### config.mk
export PLATFORM = sky130hd
export DESIGN_NAME = frame_ram
export DESIGN_NICKNAME = d
export VERILOG_FILES = /design/src/rtl/frame_ram_pkg.sv /design/src/rtl/frame_ram_bank.sv /design/src/rtl/frame_ram.sv
export SDC_FILE = /design/constraint.sdc
export NUM_CORES = 2
export LEC_CHECK = 0
export BUFFER_PORTS_ARGS = -buffer_cell sky130_fd_sc_hd__buf_2
export CAP_MARGIN = 5
export CORE_MARGIN = 3
export CORE_UTILIZATION = 45
export DETAILED_ROUTE_END_ITERATION = 10
export REMOVE_ABC_BUFFERS = 1
export SYNTH_ARGS = -nofsm -noshare
export SYNTH_HDL_FRONTEND = slang
export SYNTH_HIERARCHICAL = 1
export SYNTH_SLANG_ARGS = --single-unit
### constraint.sdc
create_clock -name CLK -period 15.85 [get_ports CLK]
set_input_delay 3.17 -clock CLK [delete_from_list [all_inputs] [get_ports CLK]]
set_output_delay 3.17 -clock CLK [all_outputs]
set_load 0.01 [all_outputs]
### src/rtl/frame_ram_pkg.sv
// Shared types and helpers for the ping-pong frame capture buffer.
// Holds the writer state encoding, default geometry and the address bit-reversal helper.
package frame_ram_pkg;

   localparam int DEF_WIDTH = 32;
   localparam int DEF_DEPTH = 16;

   typedef enum logic {
      IDLE = 1'b0,
      FILL = 1'b1
   } wr_state_t;

   // Reverses the low aw bits of addr; bits above aw come back as zero.
   function automatic logic [31:0] bitrev(input logic [31:0] addr, input int aw);
      logic [31:0] r;
      r = '0;
      for (int i = 0; i < aw; i++) begin
         r[i] = addr[aw-1-i];
      end
      return r;
   endfunction

endpackage

### src/rtl/frame_ram_bank.sv
// One bank of the ping-pong buffer: DEPTH x 2*WIDTH storage with a synchronous write
// port and a registered read port whose output register is cleared by reset.
module frame_ram_bank
   import frame_ram_pkg::*;
#(
   parameter int WIDTH = DEF_WIDTH,
   parameter int DEPTH = DEF_DEPTH,
   parameter int AW    = $clog2(DEPTH)
) (
   input  logic               CLK,
   input  logic               RST_N,
   input  logic               we,
   input  logic [AW-1:0]      waddr,
   input  logic [2*WIDTH-1:0] wdata,
   input  logic               re,
   input  logic [AW-1:0]      raddr,
   output logic [2*WIDTH-1:0] rdata
);

   logic [2*WIDTH-1:0] mem [DEPTH];

   // NOTE: the storage array has no reset so it can map onto RAM; only the read register is reset.
   always_ff @(posedge CLK) begin
      if (we) begin
         mem[waddr] <= wdata;
      end
   end

   always_ff @(posedge CLK or negedge RST_N) begin
      if (!RST_N) begin
         rdata <= '0;
      end else if (re) begin
         rdata <= mem[raddr];
      end
   end

endmodule

### src/rtl/frame_ram.sv
// Ping-pong capture buffer for complex samples: the writer fills one bank while the reader
// addresses the other. Define FRAME_RAM_BITREV_EN to bit-reverse the read address.
module frame_ram
   import frame_ram_pkg::*;
#(
   parameter int WIDTH = DEF_WIDTH,
   parameter int DEPTH = DEF_DEPTH,
   parameter int AW    = $clog2(DEPTH)
) (
   input  logic             CLK,
   input  logic             RST_N,
   input  logic             START,
   input  logic             ED,
   input  logic [WIDTH-1:0] DReal,
   input  logic [WIDTH-1:0] DImag,
   input  logic             RD_EN,
   input  logic [AW-1:0]    ADDR,
   input  logic             RD_DONE,
   output logic [WIDTH-1:0] DOReal,
   output logic [WIDTH-1:0] DOImag,
   output logic             DOVAL,
   output logic             FRAME_RDY,
   output logic             VALID,
   output logic             OVF,
   output logic             BUSY
);

   wr_state_t          state, state_nx;
   logic [AW:0]        ct;
   logic               wbank;
   logic               rd_sel;
   logic               do_write, last_write;
   logic               we0, we1, re0, re1;
   logic [AW-1:0]      rd_addr;
   logic [2*WIDTH-1:0] rdata0, rdata1;

   always_ff @(posedge CLK or negedge RST_N) begin
      if (!RST_N) begin
         state <= IDLE;
      end else begin
         state <= state_nx;
      end
   end

   // START restarts the frame from any state, so it outranks frame completion.
   always_comb begin
      state_nx = state;
      if (START) begin
         state_nx = FILL;
      end else if (last_write) begin
         state_nx = IDLE;
      end
   end

   always_comb begin
      do_write   = (state == FILL) && ED && !START;
      last_write = do_write && (ct == (AW+1)'(DEPTH-1));
      we0        = do_write && !wbank;
      we1        = do_write && wbank;
      re0        = RD_EN && wbank;
      re1        = RD_EN && !wbank;
   end

   // rd_sel only follows reads, so the output mux keeps showing the last word read.
   always_ff @(posedge CLK or negedge RST_N) begin
      if (!RST_N) begin
         ct        <= '0;
         wbank     <= 1'b0;
         rd_sel    <= 1'b0;
         VALID     <= 1'b0;
         FRAME_RDY <= 1'b0;
         OVF       <= 1'b0;
         BUSY      <= 1'b0;
         DOVAL     <= 1'b0;
      end else begin
         BUSY      <= (state_nx == FILL);
         FRAME_RDY <= last_write;
         OVF       <= last_write && VALID && !RD_DONE;
         DOVAL     <= RD_EN;
         if (START) begin
            ct <= '0;
         end else if (do_write) begin
            ct <= ct + (AW+1)'(1);
         end
         if (last_write) begin
            wbank <= ~wbank;
         end
         if (last_write) begin
            VALID <= 1'b1;
         end else if (RD_DONE) begin
            VALID <= 1'b0;
         end
         if (RD_EN) begin
            rd_sel <= ~wbank;
         end
      end
   end

`ifdef FRAME_RAM_BITREV_EN
   assign rd_addr = AW'(bitrev(32'(ADDR), AW));
`else
   assign rd_addr = ADDR;
`endif

   frame_ram_bank #(.WIDTH(WIDTH), .DEPTH(DEPTH), .AW(AW)) u_bank0 (
      .CLK   (CLK),
      .RST_N (RST_N),
      .we    (we0),
      .waddr (ct[AW-1:0]),
      .wdata ({DReal, DImag}),
      .re    (re0),
      .raddr (rd_addr),
      .rdata (rdata0)
   );

   frame_ram_bank #(.WIDTH(WIDTH), .DEPTH(DEPTH), .AW(AW)) u_bank1 (
      .CLK   (CLK),
      .RST_N (RST_N),
      .we    (we1),
      .waddr (ct[AW-1:0]),
      .wdata ({DReal, DImag}),
      .re    (re1),
      .raddr (rd_addr),
      .rdata (rdata1)
   );

   assign {DOReal, DOImag} = rd_sel ? rdata1 : rdata0;

endmodule

=== Word-level counts from Yosys, hierarchy flattened ===
Memories as Yosys holds them, arrays and structs flattened. A register that Yosys moved wholly into a read port is not among the register bits.
Cells that the tools add are included.

* Bits in registers: 12
* Latch bits: 0
* Bits in writable memories: 2048
* Memory bits (read-only): 0
* Output and inout bits: 69
* Memories: 2

{| class="wikitable"
|+ Memory list
! name !! depth !! width !! read ports !! clocked after Yosys merged registers in !! write ports !! RTL line !! text
|-
| u_bank0.mem || 16 || 64 || 1 || 1 || 1 || frame_ram_bank.sv:20 || <nowiki>logic [2*WIDTH-1:0] mem [DEPTH];</nowiki>
|-
| u_bank1.mem || 16 || 64 || 1 || 1 || 1 || frame_ram_bank.sv:20 ||
|}

* Add/sub/neg operators: 1
* Multipliers: 0
* Divide/modulo/power cells: 0
* Order comparisons: 0
* Eq/ne operators: 1
* Shift operators: 0
* Muxes and demuxes: 11
* Bitwise gates (word level): 1
* Reduce and logical (&&, ||, !) cells: 17

{| class="wikitable"
|+ Operators by type and width
! operator !! count
|-
| two-way mux 64 bit || 1
|-
| two-way mux 5 bit || 2
|-
| logical AND 1 bit || 9
|-
| two-way mux 1 bit || 8
|-
| nonzero test 2 bit || 3
|-
| adder 5 x 1 -> 5 bit, second input constant || 1
|-
| equality test 5 x 4 -> 1 bit, second input constant || 1
|-
| zero test 1 bit || 5
|-
| NOT 1 bit || 1
|}

=== Logic depth before layout (Yosys ltp) ===
* Depth after elaboration: 5
* Depth in mapped cells: 7
* Gate-level depth less buffers: 6

=== Modules after synthesis ===
The synthesis kept the hierarchy.

{| class="wikitable"
|+ By module, submodules not included
! module !! times used !! cells each !! area an instance (µm²) !! seq. area each (µm²)
|-
| frame_ram_bank at u_bank0 || 1 || 1726 || 41099.4 || 32351.0
|-
| frame_ram_bank at u_bank1 || 1 || 1726 || 41061.9 || 32351.0
|-
| frame_ram || 1 || 117 || 1255.0 || 300.3
|}

=== Least setup slack after synthesis ===
OpenSTA, ideal clock, no wires.

* Path type: input to register
* Start point: input START
* End point: memory u_bank1/mem[0][0] (netlist name) (enable)
* Library setup time: 0.565 ns
* Arrival time: 8.529 ns
* Data required time: 15.285 ns
* Slack: 6.756 ns
* Cell stages on the path: 4
* Path buffers: 1
* Path through: clkbuf_1 -> nor3b_1 -> or3b_2 -> nor3_1

* Cells in the longest elaborated chain, start to end: 5

{| class="wikitable"
|+ RTL lines
! element !! RTL line !! text
|-
| start: declaration || frame_ram.sv:12 || <nowiki>input logic START,</nowiki>
|-
| zero test 1 bit || frame_ram.sv:56 || <nowiki>do_write = (state == FILL) && ED && !START;</nowiki>
|-
| logical AND 1 bit || frame_ram.sv:56 ||
|-
| logical AND 1 bit || frame_ram.sv:59 || <nowiki>we1 = do_write && wbank;</nowiki>
|-
| net we1 || frame_ram.sv:33 || <nowiki>logic we0, we1, re0, re1;</nowiki>
|-
| two-way mux 1 bit || frame_ram_bank.sv:24 || <nowiki>if (we) begin</nowiki>
|-
| two-way mux 1 bit (not written as such) || frame_ram_bank.sv:25 || <nowiki>mem[waddr] <= wdata;</nowiki>
|-
| end: declaration || frame_ram_bank.sv:20 ||
|}

The timed path passes the listed nets, and every way through them passes these cells.

=== Final worst setup path ===
* Start point: register rd_sel
* End point: output DOReal[10]

* Cells in the longest elaborated chain, start to end: 1

{| class="wikitable"
|+ RTL lines
! element !! RTL line !! text
|-
| start: declaration || frame_ram.sv:31 || <nowiki>logic rd_sel;</nowiki>
|-
| start signal: assignment || frame_ram.sv:94 || <nowiki>rd_sel <= ~wbank;</nowiki>
|-
| two-way mux 64 bit || frame_ram.sv:127 || <nowiki>assign {DOReal, DOImag} = rd_sel ? rdata1 : rdata0;</nowiki>
|-
| end: declaration || frame_ram.sv:19 || <nowiki>output logic [WIDTH-1:0] DOReal,</nowiki>
|}

No other way between the ends.

==> run metrics <==
R2R Path End u_bank1/mem[1][57]; Initial Utilization 45.4%; Tmin final 6560 ps; Int Pwr 0.00946 W; Synth Area in Simple Gates 1.01%; WP data arrival 3390 ps; Compound-Gate Fraction of Synth Area 2.74%; die area 0.191 mm^2; IO buf count 142; Netlist cell types 40; Peak VDD IR 0.0981 mV; Reg power frac 53.3%; worst slew pin tran 1230 ps; post_cts resized 0; Adder-Cell Fraction of Synth Area 0.0300%; Hold Path Origin VALID; Routed met2 length 103000 um; via count 39100; mux contribution to synthesized area 16.3%; worst hold stages 2; CTS tree built; routed wl met3 14400 um; CP peak stage delay 920 ps; Clock Path Buffers 3; WP data required 12680 ps; largest net degree at the start of global routing 122; synthesized area 0.0834 mm^2; setup bufs post-CTS 0; CTS Root Cell clkbuf_16; Seq/Total Area, Yosys 77.9%; CP cell instances buf_4, mux2_2, buf_2; Clk pwr share 42.3%; internal reg-to-reg setup slack 11730 ps; DRT Wirelength 208000 um; clock sink count 2188; synthesis-to-finish area growth 12.4%; Top Layer Used met5; RSZ-0062 raised after global routing no; top cell type by total area after synthesis edfxtp_1; combinational power share 4.4%; H-Tree Depth 4; worst-path cell with the longest stage delay dfrtp_4; WL met1 86100 um; crit path kind reg2out; number of global-route vias before repair 39800; I/O pin count 143; crit end category output port; share of cells above drive strength 1 30.2%; Power Dens Cells 128 mW/mm^2; Synth Area in XOR/XNOR 0.0315%; Tcrit/Tclk final 41.4%; setup violators final 0; CP Launch Type flop; DR WL/cell 32.1 um; fmax 0.152 GHz; Via density 6.04; RR Startpoint BUSY; WP buf/inv 2; status finished, final reports clean; DRT iter0 DRCs 4372; endpoints failing hold 0; synthesized flop and latch total 2188; initial antenna violation count 21; number of detailed-route iterations in the first pass 5; Net Switching 0.00251 W; clk_skew 43.9 ps; post-synth top area share 73.7%; Skew-Pair Late Insertion Delay 860 ps; setup_tns 0 ps; worst slack at placement 8920 ps; core area 0.184 mm^2; total track usage 21.8%; DPL Wire Length 104000 um; crit path max fanout 37; fin. max-slew vios 0; CTS buffer count 217; YS warnings 6; GP Congestion 0.735; worst hold path class reg2reg; Reg2Reg Depth 6; GR Overflow Total 0; global-route wire length before repair 297000 um; Lkg Pwr 30.0 nW; syn avg cell area 23.4 um^2; Chip Height 437 um; Rows 157; Clock transition at path regs 60 ps; cts hold-fix bufs 0; relative max-transition margin 18.1%; top post-synthesis cells by area edfxtp_1 (74%), mux4_2 (14%), dfrtp_1 (4.2%); switching share of total power 21.0%; final setup margin 9290 ps; antenna viol nets, final 0; Die Width 437 um; NumNets Final 3893; Cells after Synth 3569; largest family of logic cells by synthesized area multiplexers; crit-path leading delay family buffers and inverters; Max Cap Viol 0; Hold Path End VALID; drt drc 0
## layout make-up
| class | count | area, um^2 |
|---|---|---|
| clock inverters | 106 | 1110 |
| clock buffers | 306 | 5990 |
| repair buffers | 237 | 1530 |
| fillers | 14300 | 89900 |
| multi-input cells | 1171 | 17000 |
| diodes | 7 | 17.5 |
| well taps | 2464 | 3080 |
| inverters | 2 | 7.51 |
| flip-flops and latches | 2188 | 65000 |
## Yosys cell counts (all sizes together)
master and instances:
xor2 2, a21oi 3, ha 2, nand2 5, dfrtp 140, nand3b 4, o21ai 1, a311oi 1
nand4b 1, mux2i 128, mux2 64, xnor2 1, clkbuf 58, nand3 5, or3 1, nand2b 7
nor2b 1, o22ai 128, buf 150, edfxtp 2048, nor3 9, inv 2, and2 3, nor3b 1
nor2 159, and3 1, or2 2, or3b 2, mux4 512, a221oi 128
## logic make-up (layout without fill, tap and decap cells)
group,Yosys count,in the layout
buffers and inverters,210,651
DFF,2188,2188
and+or+nand+nor,201,201
AOI/OAI and AO/OA,261,261
muxes,704,704
xor gates and xnor gates,3,3
other,0,7
adders and majority gates,2,2
## layout by cell type, fill, tap and decap left out, drive strengths merged
cell type	instances
xor2	2
nor2	159
edfxtp	2048
diode	7
nor3b	1
nand3	5
bufinv	16
nor2b	1
and2	3
o21ai	1
or3	1
or3b	2
nand2b	7
clkbuf	307
inv	7
mux4	512
and3	1
clkinv	81
mux2i	128
buf	236
mux2	64
nand2	5
a21oi	3
clkinvlp	4
or2	2
nor3	9
nand4b	1
ha	2
a311oi	1
nand3b	4
a221oi	128
o22ai	128
dfrtp	140
xnor2	1
## worst max-delay path by stage
stage          cells past startpoint    from                 end  slack, ps
6_report                           3  rd_sel          DOReal[10]       9290
5_1_grt                            3  rd_sel          DOReal[10]       9180
4_1_cts                            3  rd_sel          DOReal[10]       9180
3_5_place_dp                       7      ED  u_bank1/mem[1][16]       8920
3_3_place_gp                       7      ED  u_bank1/mem[1][39]       8970
2_1_floorplan                      3   RD_EN    u_bank1/rdata[0]       5170
## power by group through the flow
stage               Clock, W  Sequential, W  Combinational [W]
floorplan                  0        0.00649           0.000251
global placement           0        0.00650           0.000536
detailed placement         0        0.00650           0.000542
CTS                  0.00517        0.00638           0.000543
global route         0.00541        0.00638           0.000571
finish               0.00507        0.00638           0.000529
## layer usage
metal | GRT usage [%] | vias to the layer above
met1 | 31.0 | 21400
met2 | 35.6 | 1587
li1 | - | 15800
met3 | 3.58 | 331
met5 | 0 | -
met4 | 5.41 | 2
## metrics by stage
stage	instances	hold slack (ps)	total power [W]	utilization, %	area [um^2]
after floorplan	3361	493	0.00674	-	81800
after global placement	6062	489	0.00704	47.2	86600
after detailed placement	6062	505	0.00704	47.2	86600
after CTS	6474	522	0.0121	51.0	93700
after global routing	6475	564	0.0124	51.0	93700
final	6481	518	0.0120	51.0	93700
## worst reg2reg max path: stages (launching register included)
cell and delay, ps:
dfrtp_1 480, nand2_2 150, nor3b_1 460, or3b_2 610, nor2_4 880, buf_4 610, buf_4 570
## state kept, by name, summed over array words and instances (netlist names), 5 cells and up
signal / count
ct: 5
u_bank0/mem: 1024
u_bank0/rdata: 64
u_bank1/mem: 1024
u_bank1/rdata: 64
No activity file was read; power rests on OpenSTA's default activity.
